[src/rtl/bus_master_port.sv]
// bus_master_port: requester-side tiny-AXI bus agent (arbiter req/gnt, address phase, write/read bursts, finish)
// Ports: cmd_* local command in, wd_* local write data in, rsp_* read beats and completion out,
// req/gnt/finish arbiter handshake, bus_* shared bus address, write and read channels.
// Optional: define BUS_MASTER_TIMEOUT_EN for a slave watchdog that aborts after TIMEOUT_CYC stalled cycles with rsp_err.
module bus_master_port #(
  parameter int ADDR_W      = 32,
  parameter int DATA_W      = 32,
  parameter int LEN_W       = 4,
  parameter int TIMEOUT_CYC = 255
) (
  input  logic              clk,
  input  logic              rst_n,
  input  logic              cmd_valid,
  output logic              cmd_ready,
  input  logic              cmd_we,
  input  logic [ADDR_W-1:0] cmd_addr,
  input  logic [LEN_W-1:0]  cmd_len,
  input  logic              wd_valid,
  output logic              wd_ready,
  input  logic [DATA_W-1:0] wd_data,
  output logic              rsp_valid,
  output logic [DATA_W-1:0] rsp_rdata,
  output logic              rsp_done,
  output logic              rsp_err,
  output logic              req,
  input  logic              gnt,
  output logic              finish,
  output logic              bus_avalid,
  input  logic              bus_aready,
  output logic              bus_we,
  output logic [ADDR_W-1:0] bus_addr,
  output logic [LEN_W-1:0]  bus_len,
  output logic              bus_wvalid,
  input  logic              bus_wready,
  output logic [DATA_W-1:0] bus_wdata,
  output logic              bus_wlast,
  input  logic              bus_rvalid,
  input  logic [DATA_W-1:0] bus_rdata,
  input  logic              bus_rlast
);
  typedef enum logic [2:0] {IDLE, REQ, ADDR, WDAT, RDAT, FIN} state_t;
  state_t            state_q, state_d;
  logic              we_q, we_d;
  logic [ADDR_W-1:0] addr_q, addr_d;
  logic [LEN_W-1:0]  len_q, len_d, cnt_q, cnt_d;
  logic              err_q, timeout;
  logic              unused_ok;
`ifdef BUS_MASTER_TIMEOUT_EN
  localparam int WD_W = $clog2(TIMEOUT_CYC + 1) > 8 ? $clog2(TIMEOUT_CYC + 1) : 8;
  logic [WD_W-1:0] wdog_q, wdog_d;
  logic            active, hs;
  always_comb begin
    active  = state_q inside {ADDR, WDAT, RDAT};
    hs      = (state_q == ADDR && bus_aready) || (bus_wvalid && bus_wready) || (state_q == RDAT && bus_rvalid);
    timeout = active && !hs && wdog_q == WD_W'(TIMEOUT_CYC - 1);
    wdog_d  = active && !hs ? wdog_q + 1'b1 : '0;
  end
  always_ff @(posedge clk or negedge rst_n)
    if (!rst_n) wdog_q <= '0;
    else        wdog_q <= wdog_d;
`else
  assign timeout = 1'b0;
`endif
  assign unused_ok  = bus_rlast | (TIMEOUT_CYC == 0);
  assign cmd_ready  = state_q == IDLE;
  assign req        = state_q == REQ;
  assign bus_avalid = state_q == ADDR;
  assign finish     = state_q == FIN;
  assign rsp_done   = state_q == FIN;
  assign rsp_err    = err_q;
  assign bus_we     = we_q;
  assign bus_addr   = addr_q;
  assign bus_len    = len_q;
  assign bus_wvalid = state_q == WDAT && wd_valid;
  assign bus_wdata  = wd_data;
  assign wd_ready   = state_q == WDAT && bus_wready;
  assign bus_wlast  = state_q == WDAT && cnt_q == len_q;
  assign rsp_valid  = state_q == RDAT && bus_rvalid;
  assign rsp_rdata  = bus_rdata;
  always_comb begin
    state_d = state_q;
    we_d    = we_q;
    addr_d  = addr_q;
    len_d   = len_q;
    cnt_d   = cnt_q;
    case (state_q)
      IDLE: if (cmd_valid) begin
        state_d = REQ;
        we_d    = cmd_we;
        addr_d  = cmd_addr;
        len_d   = cmd_len;
      end
      REQ:  state_d = gnt ? ADDR : REQ;
      ADDR: if (bus_aready) begin
        state_d = we_q ? WDAT : RDAT;
        cnt_d   = '0;
      end
      WDAT: if (bus_wvalid && bus_wready) begin
        state_d = bus_wlast ? FIN : WDAT;
        cnt_d   = cnt_q + 1'b1;
      end
      RDAT: if (bus_rvalid) begin
        state_d = cnt_q == len_q ? FIN : RDAT;
        cnt_d   = cnt_q + 1'b1;
      end
      default: state_d = IDLE;
    endcase
    if (timeout) state_d = FIN;
  end
  always_ff @(posedge clk or negedge rst_n)
    if (!rst_n) begin
      state_q <= IDLE;
      we_q    <= 1'b0;
      addr_q  <= '0;
      len_q   <= '0;
      cnt_q   <= '0;
      err_q   <= 1'b0;
    end else begin
      state_q <= state_d;
      we_q    <= we_d;
      addr_q  <= addr_d;
      len_q   <= len_d;
      cnt_q   <= cnt_d;
      err_q   <= timeout;
    end
endmodule

[config.mk]
export PLATFORM = sky130hd
export DESIGN_NAME = bus_master_port
export DESIGN_NICKNAME = d
export VERILOG_FILES = /design/src/rtl/bus_master_port.sv
export SDC_FILE = /design/constraint.sdc
export NUM_CORES = 1
export LEC_CHECK = 0
export ABC_AREA = 1
export CAP_MARGIN = 20
export CORE_MARGIN = 5
export CORE_UTILIZATION = 24
export CTS_BUF_LIST = sky130_fd_sc_hd__clkbuf_2 sky130_fd_sc_hd__clkbuf_4 sky130_fd_sc_hd__clkbuf_8
export DETAILED_ROUTE_END_ITERATION = 8
export GPL_TIMING_DRIVEN = 1
export HOLD_SLACK_MARGIN = 0.02
export PLACE_DENSITY_LB_ADDON = 0.12
export SLEW_MARGIN = 20
export SYNTH_ARGS = -nofsm -noshare
export SYNTH_HDL_FRONTEND = slang
export SYNTH_SLANG_ARGS = --single-unit
export TNS_END_PERCENT = 20
[constraint.sdc]
create_clock -name clk -period 3.2 [get_ports clk]
set_input_delay 0.32 -clock clk [delete_from_list [all_inputs] [get_ports clk]]
set_output_delay 0.32 -clock clk [all_outputs]
set_load 0.005 [all_outputs]
==> flow_summary.json <==
{
  "synth-seq-cells": 44,
  "cts.sinks": 44,
  "cts_buffer_depth": 2,
  "postCtsHoldBufs": 0,
  "drive_gt1_share_pct": 9.14,
  "synth_area_mm2": 0.00261,
  "cp_top_family": "buffers and inverters",
  "crit_chain": "nor2_2 -> nand2_2 -> inv_2 -> clkdlybuf4s50_1",
  "leakagePower_nw": 1.58,
  "core_area_mm2": 0.0107,
  "crit_path_end_kind": "primary output",
  "min_path_type": "input port to asynchronous set/reset pin",
  "dp_hpwl_um": 4720,
  "post_drt_wl_per_cell_um": 13.6,
  "critical_path_class": "flop to primary output",
  "antenna_found_initial": 0,
  "max_stage_delay_ns": 0.60,
  "path_max_fanout": 20,
  "slew_headroom_pct": 59.9,
  "post_cts_resized": 0,
  "synth_top_area_share_pct": 42.2,
  "period_needed_ns": 2.27,
  "gp_congestion": 0.785,
  "critPathLaunchType": "flop",
  "final_cell_mix": "nand2_1, clkdlybuf4s50_1, dfrtp_1",
  "hold_viol": 0,
  "grt_first_pass_wirelength_um": 10700,
  "arrival_ns": 1.95,
  "synth_fp_nets": 439,
  "required_ns": 2.88,
  "power_per_cell_area_mw_per_mm2": 851,
  "io_buffers": 90,
  "fmax_mhz": 440,
  "dieArea_mm2": 0.0130,
  "avgSynthCellArea_um2": 7.95,
  "cts_setup_buffers": 0,
  "grt_max_degree": 45,
  "ant_nets": 0,
  "synthTopCellsByArea": "dfrtp_1, buf_4, nand2_1",
  "timing.final.crit_share_pct": 70.9,
  "htreeDepth": 2,
  "ys_types": 25,
  "start_util_pct": 24.3,
  "rows": 38,
  "vias": 1986,
  "finalSetupTns_ns": 0,
  "finalNonFillerCells": 490,
  "seq_area_frac_synth_pct": 42.2,
  "totalWireLength_um": 6650,
  "status": "finished clean",
  "clk_pin_slew_worst_paths_ns": 0.09,
  "area_growth_pct": 23.6,
  "synth_top_area_cell": "dfrtp_1",
  "cts_tree": "built",
  "dr.pass1.iters": 4,
  "track_usage_pct": 10.2,
  "initialDrtViolationCount": 48,
  "grt_setup_unrepaired": "false",
  "worst-path-buf-inv": 2,
  "ir_worst_vdd_mv": 0.269,
  "final_common_cell": "nand2_1",
  "fin_skew_ns": 0.00861,
  "dp.cells": 483,
  "syn_inst": 328,
  "drc": 0,
  "antenna_cells": 0,
  "grt-ovfl-total": 0,
  "post_drt_via_cell_ratio": 4.05,
  "drv_cap": 0,
  "slew_violations": 0,
  "critical_path.slowest_cell": "clkdlybuf4s50_1",
  "root_buffer": "clkbuf_8",
  "pin_count": 221,
  "yosys_warnings": 0,
  "clock_latency_ns": 0.29,
  "worst_pin_slew_ns": 0.602,
  "grt_pass1_vias": 2136,
  "fp.dieW_um": 114,
  "setup_viol": 0,
  "fin_nets": 461,
  "die_y_um": 114,
  "cts_buffers": 5
}
## per-stage QoR
step	cell area [µm²]	hold WS [ns]	utilization [%]	total power, W	worst slack [ns]
after floorplan	2610	0.0244	-	0.00175	1.94
after global placement	3140	0.454	29.2	0.00244	1.21
after detailed placement	3140	0.378	29.2	0.00245	1.21
after CTS	3220	0.0468	30.0	0.00282	0.860
after global routing	3220	0.0781	30.0	0.00302	0.732
final	3220	0.0226	30.0	0.00274	0.930
## sequential cells by signal (all words and copies together) (netlist names)
signal and flops:
bus_we 1, state_q 3, bus_addr 32, cnt_q 4, bus_len 4
## where the power goes
group          switching, W  total, W  internal [W]
Sequential         0.000167  0.000973      0.000806
Clock              0.000195  0.000343      0.000148
Combinational      0.000710   0.00142      0.000714
## cell usage after synthesis (all sizes together)
master	n
a21oi	8
nand3	40
dfrtp	44
nand3b	1
nand2	108
buf	74
ha	1
o21ai	7
xnor2	1
conb	1
clkbuf	3
xor2	1
inv	22
nor2	17
## logic make-up (layout without fill, tap and decap cells)
logic type / after synthesis / in the layout / share of synthesized area [%]
compound gates: 15 / 15 / 3.89
xor+xnor: 2 / 2 / 0.672
fa+ha+maj: 1 / 1 / 0.480
buf+inv: 99 / 121 / 24.5
flops: 44 / 44 / 42.2
other cells: 1 / 1 / 0.144
simple gates: 166 / 166 / 28.1
## path summary, 6_finish.rpt
path	startpoint	end	slack [ns]	depth (start not counted)
min in group clk	bus_addr[10]	bus_addr[10]	0.47	2
max in group asynchronous	rst_n	bus_addr[6]	2.75	1
hold / removal	rst_n	bus_we	0.02	1
setup / recovery	state_q[0]	cmd_ready	0.93	4
setup reg to reg	state_q[0]	bus_len[2]	1.29	6
hold reg to reg	bus_addr[10]	bus_addr[10]	0.47	2
## per-layer routing
layer	GRT usage, %	wire (µm)
met1	12.8	2890
met2	15.5	2940
met3	3.96	638
met4	4.67	178
met5	0	0
## cell type report
class / count / area [µm²]
Fill cell: 1216 / 7520
Tap cell: 140 / 175
Clock buffer: 5 / 68.8
Inverter: 22 / 82.6
Clock inverter: 2 / 12.5
Multi-Input combinational cell: 185 / 867
Timing Repair Buffer: 92 / 913
Sequential cell: 44 / 1100
No activity file was read; power rests on OpenSTA's default activity.
